File: config.mk
export PLATFORM = sky130hd
export DESIGN_NAME = gb_interrupt_ctrl
export DESIGN_NICKNAME = d
export VERILOG_FILES = /design/src/rtl/gb_int_pkg.sv /design/src/rtl/gb_int_prio_enc.sv /design/src/rtl/gb_interrupt_ctrl.sv
export SDC_FILE = /design/constraint.sdc
export NUM_CORES = 1
export LEC_CHECK = 0
export ABC_AREA = 1
export CAP_MARGIN = 10
export CELL_PAD_IN_SITES_DETAIL_PLACEMENT = 2
export CELL_PAD_IN_SITES_GLOBAL_PLACEMENT = 2
export CORE_AREA = 4 4 84 86
export DETAILED_ROUTE_END_ITERATION = 7
export DIE_AREA = 0 0 88 90
export HOLD_SLACK_MARGIN = 0.12
export MAX_ROUTING_LAYER = met4
export PLACE_DENSITY_LB_ADDON = 0.05
export SYNTH_ARGS = -nofsm -noshare
export SYNTH_HDL_FRONTEND = slang
export SYNTH_SLANG_ARGS = --single-unit
File: constraint.sdc
create_clock -name clock -period 2.5 [get_ports clock]
set_input_delay 0.5 -clock clock [delete_from_list [all_inputs] [get_ports clock]]
set_output_delay 0.5 -clock clock [all_outputs]
set_load 0.02 [all_outputs]
File: src/rtl/gb_int_pkg.sv
// Shared constants, state encoding and vector helper for the Game Boy interrupt controller.
package gb_int_pkg;

  localparam int unsigned NUM_IRQ = 5;
  localparam int unsigned SEL_W   = 3;

  localparam int unsigned INT_VBLANK = 0;
  localparam int unsigned INT_STAT   = 1;
  localparam int unsigned INT_TIMER  = 2;
  localparam int unsigned INT_SERIAL = 3;
  localparam int unsigned INT_JOYPAD = 4;

  localparam logic [15:0] IF_ADDR  = 16'hFF0F;
  localparam logic [15:0] IE_ADDR  = 16'hFFFF;
  localparam logic [7:0]  VEC_BASE = 8'h40;

  typedef enum logic [1:0] {
    IDLE    = 2'd0,
    REQ     = 2'd1,
    SERVICE = 2'd2
  } state_t;

  // Vectors are spaced 8 bytes apart starting at VEC_BASE.
  function automatic logic [7:0] vec_of(input logic [SEL_W-1:0] sel);
    return VEC_BASE + 8'({sel, 3'b000});
  endfunction

endpackage

File: src/rtl/gb_int_prio_enc.sv
// Lowest-set-bit encoder: bit 0 is the highest-priority interrupt source.
module gb_int_prio_enc
  import gb_int_pkg::*;
(
  input  logic [NUM_IRQ-1:0] pending,
  output logic [SEL_W-1:0]   sel,
  output logic               valid
);

  // Scan downwards so the lowest set bit is the last to overwrite sel.
  always_comb begin
    sel   = '0;
    valid = 1'b0;
    for (int i = NUM_IRQ - 1; i >= 0; i--) begin
      if (pending[i]) begin
        sel   = SEL_W'(i);
        valid = 1'b1;
      end
    end
  end

endmodule

File: src/rtl/gb_interrupt_ctrl.sv
// Game Boy interrupt controller: IF/IE registers, IME sequencing, priority
// arbitration and the request/acknowledge handshake with the CPU core.
module gb_interrupt_ctrl
  import gb_int_pkg::*;
(
  input  logic               clock,
  input  logic               reset_n,
  input  logic [NUM_IRQ-1:0] irq_src,
  input  logic [15:0]        A_cpu,
  input  logic [7:0]         Di_cpu,
  input  logic               wr_cpu,
  input  logic               ei_req,
  input  logic               di_req,
  input  logic               reti_req,
  input  logic               instr_done,
  input  logic               int_ack,
  output logic [7:0]         IF,
  output logic [7:0]         IE,
  output logic               int_req,
  output logic [7:0]         int_vector,
  output logic               halt_wake,
  output logic               ime
);

  state_t             state, state_n;
  logic [NUM_IRQ-1:0] if_q, if_n;
  logic [7:0]         ie_q, ie_n;
  logic [NUM_IRQ-1:0] src_prev;
  logic               ime_pending, ime_pending_n, ime_n;
  logic               int_req_n;
  logic [7:0]         int_vector_n;

  logic [NUM_IRQ-1:0] pending, src_edge, ack_mask;
  logic [SEL_W-1:0]   sel;
  logic               valid, ack_take, wr_if, wr_ie;

  gb_int_prio_enc u_prio_enc (
    .pending (pending),
    .sel     (sel),
    .valid   (valid)
  );

  assign pending   = ie_q[NUM_IRQ-1:0] & if_q;
  assign src_edge  = irq_src & ~src_prev;
  assign wr_if     = wr_cpu && (A_cpu == IF_ADDR);
  assign wr_ie     = wr_cpu && (A_cpu == IE_ADDR);
  assign ack_take  = (state == REQ) && int_ack && valid && ime;
  assign ack_mask  = ack_take ? (NUM_IRQ'(1) << sel) : '0;

  assign IF        = {3'b111, if_q};
  assign IE        = ie_q;
  assign halt_wake = |pending;

  // Next-state for FSM, IF/IE and IME; later assignments take precedence.
  always_comb begin
    state_n       = state;
    int_req_n     = int_req;
    int_vector_n  = int_vector;
    ime_n         = ime;
    ime_pending_n = ime_pending;
    ie_n          = wr_ie ? Di_cpu : ie_q;

    // Write replaces, ack clears, a fresh edge always sets.
    if_n = ((wr_if ? Di_cpu[NUM_IRQ-1:0] : if_q) & ~ack_mask) | src_edge;

    // ime_pending is the registered value, so a same-cycle instr_done is not counted.
    if (ime_pending && instr_done) begin
      ime_n         = 1'b1;
      ime_pending_n = 1'b0;
    end
    if (ei_req) ime_pending_n = 1'b1;
    if (reti_req) begin
      ime_n         = 1'b1;
      ime_pending_n = 1'b0;
    end
    if (ack_take || di_req) begin
      ime_n         = 1'b0;
      ime_pending_n = 1'b0;
    end

    case (state)
      IDLE: begin
        if (ime && valid) begin
          state_n      = REQ;
          int_req_n    = 1'b1;
          int_vector_n = vec_of(sel);
        end
      end
      REQ: begin
        if (!valid || !ime) begin
          state_n   = IDLE;
          int_req_n = 1'b0;
        end else begin
          int_vector_n = vec_of(sel);
          if (int_ack) begin
            state_n   = SERVICE;
            int_req_n = 1'b0;
          end
        end
      end
      SERVICE: state_n = IDLE;
      default: state_n = IDLE;
    endcase
  end

  always_ff @(posedge clock or negedge reset_n) begin
    if (!reset_n) begin
      state       <= IDLE;
      if_q        <= '0;
      ie_q        <= '0;
      src_prev    <= '0;
      ime         <= 1'b0;
      ime_pending <= 1'b0;
      int_req     <= 1'b0;
      int_vector  <= '0;
    end else begin
      state       <= state_n;
      if_q        <= if_n;
      ie_q        <= ie_n;
      src_prev    <= irq_src;
      ime         <= ime_n;
      ime_pending <= ime_pending_n;
      int_req     <= int_req_n;
      int_vector  <= int_vector_n;
    end
  end

endmodule

## Word level (Yosys, flattened, before mapping)

Cells that the tools add are included.

- Equality and inequality tests: 6
- Add/subtract/negate cells: 1
- Shift operators: 1
- Reduce and logical (&&, ||, !) cells: 19
- Bitwise gates (word level): 6
- Mux-type cells: 30

Operator list:

| kind | number |
|---|---|
| $eq 16x16->1 const B | 2 |
| $mux 8 | 2 |
| $pmux 8 s2 | 1 |
| $and 5x5->5 | 3 |
| $mux 1 | 15 |
| $mux 3 | 5 |
| $mux 5 | 2 |
| $not 5->5 | 2 |
| $add 7x6->8 const A | 1 |
| $logic_and 1x1->1 | 7 |
| $mux 2 | 3 |
| $reduce_and 3->1 | 2 |
| $or 5x5->5 | 1 |
| $reduce_or 5->1 | 1 |
| $shl 1x3->5 const A | 1 |
| $ne 2x2->1 const B | 2 |
| $pmux 2 s2 | 1 |
| $reduce_bool 4->1 | 1 |
| $ne 3x2->1 const B | 1 |
| $reduce_bool 3->1 | 1 |
| $eq 2x1->1 const B | 1 |
| $logic_not 1->1 | 2 |
| $logic_not 2->1 | 1 |
| $logic_or 1x1->1 | 2 |
| 3 further kinds | 3 |

- Register bits after elaboration: 31
- Word-level logic and storage cells: 71
- Output and inout bits: 27
- Input port bits: 37

## Longest topological paths before layout

Gate-level depths: netlist of run 1.

- Word-level depth: 12
- Mapped depth: 9
- Depth with buffers taken out: 9

## By module

A second synthesis of run 1 with hierarchy kept.

- Cells, all modules: 169
- Area, all modules: 1388.8 um^2

By module, submodules not included:

| module | area an instance (um^2) | times used | cells an instance | seq. area each (um^2) |
|---|---|---|---|---|
| gb_interrupt_ctrl | 1335.0 | 1 | 158 | 675.6 |
| gb_int_prio_enc | 53.8 | 1 | 11 | 0.0 |

## Worst setup path before layout of run 1

Ideal clock, no wire load.

- Kind: flip-flop to output port
- Start: reg if_q[1]
- End: out halt_wake
- Path buffers: 0
- Slack: 1.096 ns
- Data required time: 2.000 ns
- Arrival: 0.904 ns
- Stages on the path, launching flop included: 5
- Cells stage by stage: dfrtp_1 > nand2_2 > nand2_2 > nor2_4 > nand2_4

- Longest elaborated chain between the ends: 2

RTL lines:

| element | RTL line | RTL |
|---|---|---|
| start: declaration | gb_interrupt_ctrl.sv:26 | `logic [NUM_IRQ-1:0] if_q, if_n;` |
| start signal: assignment | gb_interrupt_ctrl.sv:118 | `if_q <= if_n;` |
| $and 5x5->5 | gb_interrupt_ctrl.sv:43 | `assign pending = ie_q[NUM_IRQ-1:0] & if_q;` |
| $reduce_or 5->1 | gb_interrupt_ctrl.sv:52 | `assign halt_wake = \|pending;` |
| end: declaration | gb_interrupt_ctrl.sv:21 | `output logic halt_wake,` |

Every way passes these cells.

## Worst setup path after layout of run 1

- Start: reg if_q[3]
- End: out halt_wake

Same word-level chain as after synthesis.

==> run metrics, run 1 <==
status completed; MaxCap Viol Count 0; Final setup viols 0; # resized after CTS 0; mux cell area share after synthesis 0%; initial antenna violation count 0; CP Max Fanout 4; ANT cells 0; r2r startpoint if_q[3]$_DFF_PN0_; grt ovf 0; P&R area growth vs syn 46.2%; Routed WL per cell between 10 and 15 um; drt via density between 4 and 5; Yosys warnings 0; Root Buffer clkbuf_8; CTS sink count 27; clk_lat worst skew 280 ps; largest net degree at the start of global routing 28; IO Pins between 60 and 70; top cells by count, synth nand2_1, dfrtp_1, inv_1; Setup TNS 0 ps; Synth Register Bits 27; most frequent cell after synthesis nand2_1; total CTS buffers 3; Starting Density between 20% and 30%; top_reg_cell synth dfrtp_1; total core area approximately 6300 um2; die width 88 um; syn avg cell area 7.68 um2; crit path DAT between 1500 and 2000 ps; PD cells ~380 nW/um2; Syn Inst Count around 190; compound-cell area share of the yosys netlist roughly 7.1%; Post-synth EDFFs 0; Worst Setup SP if_q[3]$_DFF_PN0_; die area 7920 um2; CP required approximately 2000 ps; layout cells sized above 1 roughly a tenth; TritonCTS clock tree done; fmax 0.452 GHz; CP top delay family buffers and inverters; Synth Area in XOR/XNOR 0%; DRC viols 0; H-tree depth 1; Hold Crit Start src_prev[4]$_DFF_PN0_; post-route ant nets 0; crit-path max cell delay 540 ps; Worst Path Buf+Inv 1; sequential-to-total area share from yosys stat 46.1%; worst path cell trace nand2_1, nand2_2, nor2_4, nand2_4, clkdlybuf4s50_1; Max VDD drop about 0.0002 V; overall power 816 uW; Die Y 90 um; Period minus WS final approximately 2200 ps; leakage between 0.001 and 0.0015 uW; Worst Setup Path Type register to primary output; top-area cell type share of the netlist area 46.1%; dominant cells by area after synthesis dfrtp_1, nand2_1, inv_1; first-pass GRT wire length between 7000 and 8000 um; Post-Syn Area 1470 um2; Critical Path End Type primary output; clk slew on worst S/H paths roughly 100 ps; startpoint types register; DR pass1 iterations 4; Fin. Hold Viols 0; clock skew ~8.0 ps; worst hold path class register to register; final WL roughly 4300 um; vias in the first global route ~1500; vias roughly 1400; placer congestion estimate about 0.75; Std-Cell Rows 29; Netlist cell types 24; largest family of logic cells by synthesized area simple AND/OR/NAND/NOR gates; GR Util All Layers between 10% and 20%; hold_buf cts 0; dominant cell type by area after synthesis dfrtp_1; Adder-Cell Fraction of Synth Area 0%; post-CTS setup buffer count 0; clk buf depth 2; Crit-path slowest cell clkdlybuf4s50_1; IO buf count 56; final core utilization between 30 and 40%; RSZ-0062 raised after global routing no; Nets between 200 and 300; final critical-path share of the clock period between 80% and 90%; Starting DRT DRC Count 17; Synth async-reset ratio between 90% and 100%; hpwl dp about 3600 um; Max Slew Vio Count 0; Synth Area in Simple Gates a little over a third
[routing by layer]
| metal | track usage, % | wire [um] | vias to the layer above |
|---|---|---|---|
| met1 | 16.4 | 1990 | 676 |
| met5 | - | 0 | - |
| met3 | 2.19 | 265 | 5 |
| met4 | 2.69 | 47 | 0 |
| met2 | 17.8 | 2020 | 39 |
| li1 | - | - | 695 |
[power by group]
group          internal (uW)  leakage [uW]  switching [uW]  total (uW)
Combinational           61.2      0.000695            49.5         111
Sequential               443      0.000337            3.98         447
Clock                    114     0.0000228             144         258
Total                    618       0.00106             197         816
[metrics by stage]
| step | setup slack [ps] | cell area [um2] | hold WS [ps] | cells |
|---|---|---|---|---|
| 3_5_place_dp | 543 | 2100 | 416 | 323 |
| 2_1_floorplan | 1100 | 1490 | 204 | 196 |
| 5_1_grt | 189 | 2140 | 456 | 327 |
| 3_3_place_gp | 538 | 2100 | 405 | 323 |
| 6_report | 289 | 2140 | 425 | 327 |
| 4_1_cts | 255 | 2140 | 432 | 327 |
[flip-flops by register name (all words and copies together) (netlist names)]
name,cells
state,2
ime_pending,1
ime,1
int_vector,4
int_req,1
if_q,5
IE,8
src_prev,5
[placed cells by master, fill, tap and decap left out, drive strengths merged]
cell | netlist | layout
a21oi | 2 | 2
conb | 2 | 7
nor2 | 21 | 21
buf | 8 | 2
o21bai | 4 | 4
or2 | 2 | 2
dfrtp | 27 | 27
clkbuf | 0 | 4
nand4 | 3 | 3
clkdlybuf4s50 | 0 | 56
o21ai | 12 | 12
nand3 | 13 | 13
nor3b | 1 | 1
nand3b | 1 | 1
inv | 25 | 25
nand2 | 70 | 70
[worst paths after layout]
check | cells past startpoint | endpoint | slack [ps]
setup / recovery | 5 | halt_wake | 290
hold / removal | 1 | if_q[4]$_DFF_PN0_ | 430
setup reg to reg | 7 | int_vector[6]$_DFFE_PN0P_ | 1150
hold reg to reg | 1 | if_q[4]$_DFF_PN0_ | 430
max in group asynchronous | 2 | src_prev[1]$_DFF_PN0_ | 1620
min in group asynchronous | 2 | src_prev[3]$_DFF_PN0_ | 600
[area by class of cell]
class	count	area [um2]
flip-flops and latches	27	676
inverters	25	93.8
clock buffers	4	45.0
repair buffers	58	576
well taps	77	96.3
multi-input cells	136	658
fillers	770	4130
[logic make-up after synthesis]
group                  Yosys count
AO/OA/AOI/OAI                   18
buffers and inverters           33
flip-flops                      27
other                            2
AND/OR/NAND/NOR                111
No activity file was read; power rests on OpenSTA's default activity.
==> run 2: changes to the inputs <==
- ABC_AREA: 1 -> 0
- CORE_AREA: 4 4 84 86 -> 4 4 77 79
- DIE_AREA: 0 0 88 90 -> 0 0 81 83
==> run metrics, run 2 <==
compound-cell area share of the yosys netlist 12.1% (+5.0 points); post-route cell area 1940 um2 (-9.7%); DR pass1 iterations 4 (unchanged); grt ovf 0 (unchanged); dominant cell type by area after synthesis dfrtp_1; Max Slew Vio Count 0 (unchanged); Starting DRT DRC Count 21 (+4); hpwl dp 3180 um (-13%); Worst Setup SP IE[2]$_DFFE_PN0P_; placed inst area 1890 um2 (-9.9%); Nets 212 (-26%); CP Max Fanout 5 (+1); post-route ant nets 0 (unchanged); Period minus WS final 2270 ps (+60.9 ps); Synth Area in XOR/XNOR 0% (unchanged); die width 81 um (-8.0%); crit path DAT 1770 ps (+60 ps); clk slew on worst S/H paths 100 ps (about the same); H-tree depth 1 (unchanged); Final setup viols 0 (unchanged); Adder-Cell Fraction of Synth Area 0% (unchanged); Synth Register Bits 27 (unchanged); Yosys warnings 0 (unchanged); DRC viols 0 (unchanged); Root Buffer clkbuf_8; hold_buf cts 0 (unchanged); final critical-path share of the clock period 90.9% (+2.4 points); most common cell after layout, fill and taps aside clkdlybuf4s50_1; clock skew 7.41 ps (-0.573 ps); initial antenna violation count 0 (unchanged); die area 6720 um2 (-15%); top cells by count, synth dfrtp_1, nand2_1, inv_1, nand4_1, mux2_2; most frequent cell after synthesis dfrtp_1; Netlist cell types 29 (+21%); Routed WL per cell 15.8 um (+19%); r2r startpoint IE[2]$_DFFE_PN0P_; fmax 0.440 GHz (-2.7%); clk buf depth 2 (unchanged); RSZ-0062 raised after global routing no; Fin. Hold Viols 0 (unchanged); total CTS buffers 3 (unchanged); WHS 471 ps (+45.6 ps); placer congestion estimate 0.675 (-9.7%); clk_lat worst skew 270 ps (about the same); worst hold path class register to register; Post-synth EDFFs 0 (unchanged); Synth Area in Simple Gates 18.3% (-18 points); fin worst setup slack 228 ps (-60.9 ps); most frequent cells in the layout clkdlybuf4s50_1, dfrtp_1, nand2_1; pre-CTS worst setup slack 316 ps (-227 ps); CTS sink count 27 (unchanged); # resized after CTS 0 (unchanged); top-area cell type share of the netlist area 54.4% (+8.4 points); layout cells sized above 1 11.5% (+1.9 points); Starting Density 23.3% (-0.11 points); Sequential Area 676 um2 (unchanged); Hold Crit Start int_vector[6]$_DFFE_PN0P_; Max VDD drop 0.000197 V (-4.1%); startpoint types register; dominant cells by area after synthesis dfrtp_1, mux2_2, nand4_1; post-CTS setup buffer count 0 (unchanged); multi-input logic area 494 um2 (-25%); status completed; Setup TNS 0 ps (unchanged); Fillers 610 (-21%); Syn Inst Count 112 (-41%); P&R area growth vs syn 56.0%; GR Util All Layers 12.6% (+0.73 points); Post-Syn Area 1240 um2 (-15%); Critical Path End Type primary output; syn avg cell area 11.1 um2 (+44%); IO Pins 64 (unchanged); total core area 5340 um2 (-15%); CP required 2000 ps (about the same); PD cells 409 nW/um2 (+7.5%); ANT cells 0 (unchanged); Worst Setup Path Type register to primary output; final WL 3880 um (-10%); Std-Cell Rows 27 (-6.9%); top_reg_cell synth dfrtp_1; number of flip-flops in the largest register 8 (unchanged); IO buf count 56 (unchanged); sequential-to-total area share from yosys stat 54.4% (+8.4 points); vias 1109 (-22%); Synth async-reset ratio 100% (unchanged); first-pass GRT wire length 6430 um (-12%); leakage 0.000845 uW (-20%); Die Y 83 um (-7.8%); drt via density 4.51 (+4.2%); mux cell area share after synthesis 7.26% (+7.3 points); largest net degree at the start of global routing 28 (unchanged); TritonCTS clock tree done; vias in the first global route 1275 (-17%); MaxCap Viol Count 0 (unchanged); largest family of logic cells by synthesized area simple AND/OR/NAND/NOR gates
## run 2: cell count changes after synthesis, moves of 8 or more
cell     delta
inv_1      -14
mux2_2      +8
nand2_1    -50
nand3_1     -8
nor2_1     -15
o21ai_1    -11
## run 2: report_power, final
| group | switching (uW) | internal [uW] | total (uW) |
|---|---|---|---|
| Sequential | 3.78 | 443 | 447 |
| Combinational | 40.1 | 57.8 | 97.8 |
| Clock | 134 | 114 | 248 |
## run 2: logic make-up after synthesis
group / count (synthesis)
and+or+nand+nor: 38
other: 2
buffers and inverters: 17
DFF: 27
muxes: 8
AOI/OAI and AO/OA: 20
## run 2: worst paths after layout
check	to	cells after the start	slack, ps
max	halt_wake	3	230
min	int_vector[6]$_DFFE_PN0P_	1	470
max reg2reg	int_req$_DFFE_PN0P_	5	820
min reg2reg	int_vector[6]$_DFFE_PN0P_	1	470
max in group asynchronous	src_prev[3]$_DFF_PN0_	2	1620
min in group asynchronous	ime_pending$_DFFE_PN0P_	2	600
## run 2: final cells by class
class,instances,share of cell area (%)
Timing Repair Buffer,61,30.9
Clock buffer,4,2.33
Sequential cell,27,34.9
Multi-Input combinational cell,73,25.5
Inverter,9,1.74
Tap cell,72,4.65
## run 2: per-stage QoR
stage	total power (uW)	util [%]	std cells
floorplan	483	-	117
global placement	551	35.4	242
detailed placement	555	35.4	242
CTS	808	36.3	246
global route	838	36.3	246
finish	792	36.3	246
## run 2: layer usage
metal	track usage, %	wire (um)	share of wire [%]	vias to the layer above
li1	-	-	-	522
met1	15.1	1600	41	552
met2	21.5	2090	54	31
met3	2.06	150	3.9	4
met4	3.23	39	1.0	0
met5	-	0	0	-
## run 2: worst max-delay path: stages (launching register included)
cell	delay (ps)
dfrtp_1	450
a22oi_1	290
nand3_1	180
clkdlybuf4s50_1	570
